--- src/rtl/digiota_diff_driver.sv ---
// rtl/digiota_diff_driver.sv - first-order sigma-delta differential bitstream driver for an OTA input pair
// Optional per-frame ones counter enabled by defining DIGIOTA_ONES_CNT_EN.
module digiota_diff_driver #(
  parameter int DW = 8
) (
  input  logic          clk,
  input  logic          rst,
  input  logic [DW-1:0] code,
  input  logic          code_valid,
  output logic          code_ready,
  output logic          vip,
  output logic          vin,
  output logic          busy,
  output logic          frame_done,
  output logic [DW:0]   ones_cnt
);

  typedef enum logic {IDLE, RUN} state_t;

  state_t        state;
  logic [DW-1:0] acc;
  logic [DW-1:0] cnt;
  logic [DW-1:0] u;
  logic [DW:0]   sum;
  logic [DW-1:0] u_new;
  logic          cnt_zero;
  logic          accept;
  logic          carry;

  assign cnt_zero   = (cnt == '0);
  assign code_ready = (state == IDLE) || cnt_zero;
  assign accept     = code_valid && code_ready;
  assign busy       = (state == RUN);
  assign sum        = {1'b0, acc} + {1'b0, u};
  assign carry      = sum[DW];
  // Offset binary: flipping the sign bit maps -2^(DW-1)..2^(DW-1)-1 onto 0..2^DW-1.
  assign u_new      = {~code[DW-1], code[DW-2:0]};

  always_ff @(posedge clk) begin
    if (rst) begin
      state      <= IDLE;
      acc        <= '0;
      cnt        <= '0;
      u          <= '0;
      vip        <= 1'b0;
      vin        <= 1'b0;
      frame_done <= 1'b0;
    end else begin
      case (state)
        IDLE: begin
          vip        <= 1'b0;
          vin        <= 1'b0;
          frame_done <= 1'b0;
          if (accept) begin
            u     <= u_new;
            acc   <= '0;
            cnt   <= '1;
            state <= RUN;
          end
        end
        RUN: begin
          acc        <= sum[DW-1:0];
          vip        <= carry;
          vin        <= ~carry;
          cnt        <= cnt - DW'(1);
          frame_done <= cnt_zero;
          // The last bit of a frame still uses the old u; a new code takes over on the next edge.
          if (cnt_zero) begin
            if (accept) begin
              u   <= u_new;
              cnt <= '1;
            end else begin
              state <= IDLE;
            end
          end
        end
        default: state <= IDLE;
      endcase
    end
  end

`ifdef DIGIOTA_ONES_CNT_EN
  logic [DW:0] ones_acc;

  always_ff @(posedge clk) begin
    if (rst) begin
      ones_acc <= '0;
      ones_cnt <= '0;
    end else if (state == RUN) begin
      if (cnt_zero) begin
        ones_cnt <= ones_acc + {{DW{1'b0}}, carry};
        ones_acc <= '0;
      end else begin
        ones_acc <= ones_acc + {{DW{1'b0}}, carry};
      end
    end
  end
`else
  assign ones_cnt = '0;
`endif

endmodule
--- config.mk ---
export PLATFORM = sky130hd
export DESIGN_NAME = digiota_diff_driver
export DESIGN_NICKNAME = d
export VERILOG_FILES = /design/src/rtl/digiota_diff_driver.sv
export SDC_FILE = /design/constraint.sdc
export NUM_CORES = 1
export LEC_CHECK = 0
export BUFFER_PORTS_ARGS = -buffer_cell sky130_fd_sc_hd__buf_4
export CORE_MARGIN = 2
export CORE_UTILIZATION = 45
export CTS_BUF_LIST = sky130_fd_sc_hd__clkbuf_16
export DETAILED_ROUTE_END_ITERATION = 12
export HOLD_SLACK_MARGIN = 0.05
export PLACE_DENSITY = 0.66
export SYNTH_ARGS = -nofsm -noshare
export SYNTH_HDL_FRONTEND = slang
export SYNTH_SLANG_ARGS = --single-unit
--- constraint.sdc ---
create_clock -name clk -period 4.1 [get_ports clk]
set_clock_uncertainty 0.05 [all_clocks]
set_input_delay 0.615 -clock clk [delete_from_list [all_inputs] [get_ports clk]]
set_output_delay 0.615 -clock clk [all_outputs]
set_load 0.005 [all_outputs]
==> Word level (Yosys, flattened, before mapping) <==
Cells that the tools add are included.
{ "classes": {"add_sub_neg": 2, "mul": 0, "div_mod_pow": 0, "n_lt_le_gt_ge": 0, "n_eq_ne": 2, "shift": 0, "n_mux": 15, "n_bitwise": 3, "n_reduce_logical": 3} }
{ "ops": {"columns": ["op", "count"], "rows": [
  ["$mux 8", 6],
  ["$pmux 8 s2", 3],
  ["$add 8x8->9", 1],
  ["$logic_not 8->1", 1],
  ["$pmux 1 s2", 4],
  ["$sub 8x1->8 const B", 1],
  ["$not 1->1", 3],
  ["$mux 1", 2],
  ["$ne 2x1->1 const B", 1],
  ["$ne 2x2->1 const B", 1],
  ["$logic_and 1x1->1", 1],
  ["$logic_or 1x1->1", 1]
]} }
{ "word_totals": {"register_bits": 28, "latchBits": 0, "ram_bits": 0, "rom_bits": 0, "input_bits": 11, "word_cells": 32, "memories": 0} }

==> Depth between registers and ports, before layout <==
{ "logic_depth": {"depth_word": 6, "depth_mapped": 8, "mapped_depth_nobuf": 7} }

==> Worst setup path after synthesis <==
Ideal clock, no wire load.
{ "synth_timing": {"path_type": "register to register", "from": "reg state (netlist: busy)", "to": "reg cnt[7]", "arrival_time_ns": 1.752, "required_ns": 3.919, "slack_ns": 2.167, "stages_incl_launch_ff": 6, "path_cell_list": "dfxtp_1 -> or4b_1 -> or3_1 -> or3_1 -> xor2_1 -> a21oi_2"} }
{ "synth_between": {"elab_chain_len": 6, "word_cells_on_any_way": 7} }
{ "synth_rtl": {"columns": ["element", "line", "text"], "rows": [
  ["from (decl)", "20", "state_t state;"],
  ["from (signal assigned)", "41", "state <= IDLE;"],
  ["from (signal assigned)", "58", "state <= RUN;"],
  ["from (signal assigned)", "73", "state <= IDLE;"],
  ["$not 1->1", null, null],
  ["$logic_or 1x1->1", "31", "assign code_ready = (state == IDLE) || cnt_zero;"],
  ["$logic_and 1x1->1", "32", "assign accept = code_valid && code_ready;"],
  ["$mux 8", "69", "if (accept) begin"],
  ["$mux 8", "68", "if (cnt_zero) begin"],
  ["$pmux 8 s2", "49", "case (state)"],
  ["to (signal assigned)", "65", "cnt <= cnt - DW'(1);"],
  ["to (decl)", "22", "logic [DW-1:0] cnt;"]
]} }
Several ways; a longest one is shown, not always the timed one.
A chain may end at the register's enable or synchronous reset.

==> Worst setup path after layout <==
Ends and elaborated chain as after synthesis.

==> results_dict.tcl <==
set metrics [dict create \
    outcome "finished clean" \
    fp-row-count 20 \
    hpwlAfterDp_mm 1.75 \
    cts_max_path_buffers 2 \
    syn_area_per_cell_sq_um 9.40 \
    port_buffers 15 \
    clkTransAtPathRegs_ps 70 \
    rrSetupSlack_ps 1670 \
    synthFlopType "dfxtp_1" \
    cts_setup_buffers 0 \
    yosysTopAreaCell "dfxtp_1" \
    vias_per_cell 5.11 \
    maxSlewViolCount 0 \
    ys_seq_area_share_pct 38.5 \
    drc 0 \
    crit_family "simple AND/OR/NAND/NOR gates" \
    ir_drop_uv 218 \
    tritoncts "done" \
    die_area_sq_mm 0.00371 \
    swShare_pct 24.5 \
    drv_cap 0 \
    gr-total-overflow 0 \
    wl_per_cell_um 11.5 \
    leakage_nw 0.734 \
    yosys_register_bits 28 \
    hold-worst-slack_ps 419 \
    ant_nets 0 \
    grt_first_pass_wirelength_mm 4.47 \
    cts.sink_count 28 \
    postCtsHoldBufs 0 \
    tns_ps 0 \
    syn_to_final_growth_pct 12.5 \
    p_seq_share_pct 50.3 \
    synth_edf_count 0 \
    cp-start-kind "register" \
    ios 25 \
    first_iter_violations 33 \
    synthTopCellsByArea "dfxtp_1, ha_1, a21oi_1" \
    synth_most_common_cell "dfxtp_1" \
    setup_viol 0 \
    die_x_um 60.9 \
    clk_latency_ps 250 \
    ys_types 36 \
    die_h_um 60.9 \
    required_ps 4180 \
    powerDensity_mw_per_mm2 377 \
    clock-root-buffer "clkbuf_16" \
    critPathBufInv 0 \
    finalPower_uw 617 \
    routabilityCongestion 0.779 \
    slew_headroom_pct 49.4 \
    firstDrtPassIters 4 \
    async_reset_ff_share_pct 0 \
    path_cells "or4b_1 -> or3_1 -> or3_1 -> xor2_1 -> a21oi_2" \
    fmax_ghz 0.411 \
    synth_top_cell_area_share_pct 38.5 \
    clkPwrFrac_pct 35.1 \
    nNetsFinal 189 \
    cts_max_level 1 \
    grt_util_all_layers_pct 16.0 \
    critPathSlowestCell "dfxtp_1" \
    start_util_pct 47.3 \
    cpPeakStageDelay_ps 810 \
    crit_arrival_ps 2520 \
    rsz0062_at_grt "false" \
    cts_resized 0 \
    grt_max_degree 28 \
    antenna_found_initial 0 \
    instances_no_fill 210 \
    cts_buffers 3 \
    critPathKind "register to register" \
    combPwrFrac_pct 14.5 \
    holdCritPathClass "register to register" \
    crit_path_end_kind "register" \
    timing.final.crit_share_pct 59.4 \
    num_vias 1074 \
    min_period_ps 2430 \
    synthTopCellsByCount "dfxtp_1, a21oi_1, nor2_1" \
    worst_pin_slew_ps 758 \
    synth_area_sq_mm 0.00146 \
    yosysWarnings 0 \
    num_antenna_cells 0 \
    worst-path-max-fanout 22 \
    path_common_cell "or3_1" \
    placed_cells 206 \
    grt_pass1_vias 1026 \
    timing_hold_violations_final 0 \
    core_area_sq_mm 0.00308 \
    wl_mm 2.43 \
    netlist_instances 155 \
    drive_above_1_share_pct 14.5 \
    switchingPower_uw 151 \
    internal-power_uw 466 \
]
==> final timing paths <==
path,from,depth (start not counted),end
setup / recovery,busy,5,cnt[7]
setup reg to reg,busy,5,cnt[7]
hold / removal,acc[5],2,acc[5]
hold reg to reg,acc[5],2,acc[5]
==> flip-flops by register name, indices dropped and copies added (netlist names) <==
signal and cells:
acc 8, u 8, frame_done 1, cnt 8
vip 1, busy 1, vin 1
==> stage by stage <==
stage / setup slack (ps) / utilization [%] / area [sq um]
2_1_floorplan: 2170 / - / 1490
4_1_cts: 1640 / 53.2 / 1640
3_5_place_dp: 1660 / 50.7 / 1560
6_report: 1670 / 53.2 / 1640
3_3_place_gp: 1710 / 50.7 / 1560
5_1_grt: 1470 / 53.2 / 1640
==> cell families after synthesis <==
group           count (synthesis)  share of synthesized area [%]
mux                             7                           4.81
compound gates                 38                           17.0
flops                          28                           38.5
fa+ha+maj                      11                           9.97
simple gates                   39                           15.3
other cells                     1                          0.257
buf+inv                        20                           7.56
xor+xnor                       11                           6.61
==> worst register-to-register path, cell delays in order (launching register included) <==
cell and delay, ps:
dfxtp_1 810, or4b_1 530, or3_1 350, or3_1 330, xor2_1 170, a21oi_2 70
==> cell type report <==
class	count	area, sq um
clock buffer	3	75.1
fill	284	1440
sequential	28	561
tap	44	55.1
timing repair buffer	15	113
clock inverter	1	3.75
inverter	4	15.0
multi-input combinational	115	816
==> power by group through the flow <==
stage / combinational (mW) / sequential [mW] / clock, mW
detailed placement: 0.0903 / 0.317 / 0
global placement: 0.0882 / 0.316 / 0
finish: 0.0897 / 0.310 / 0.217
CTS: 0.0910 / 0.311 / 0.223
global route: 0.105 / 0.313 / 0.234
floorplan: 0.0785 / 0.309 / 0
==> routing by layer <==
metal / wire length [um] / global-route usage, % / vias up
li1: - / - / 548
met1: 1180 / 21.4 / 504
met2: 1120 / 26.1 / 20
met3: 101 / 3.41 / 2
met4: 21 / 4.66 / 0
met5: 0 / 0 / -
==> cell usage in the layout (no fill, tap or decap), types with 3 or more instances in the layout <==
cell type,Yosys,layout
or3_1,3,3
a21oi_1,17,17
nor3b_1,6,6
conb_1,1,9
a211oi_1,4,4
dfxtp_1,28,28
xor2_1,6,6
o21ai_0,5,5
mux2i_1,7,7
nor2_1,14,14
ha_1,10,10
nor3_1,3,3
xnor2_1,5,5
clkbuf_16,0,3
nand2_1,3,3
buf_4,9,15
inv_1,4,4
Power figures use the tool's default switching activity.
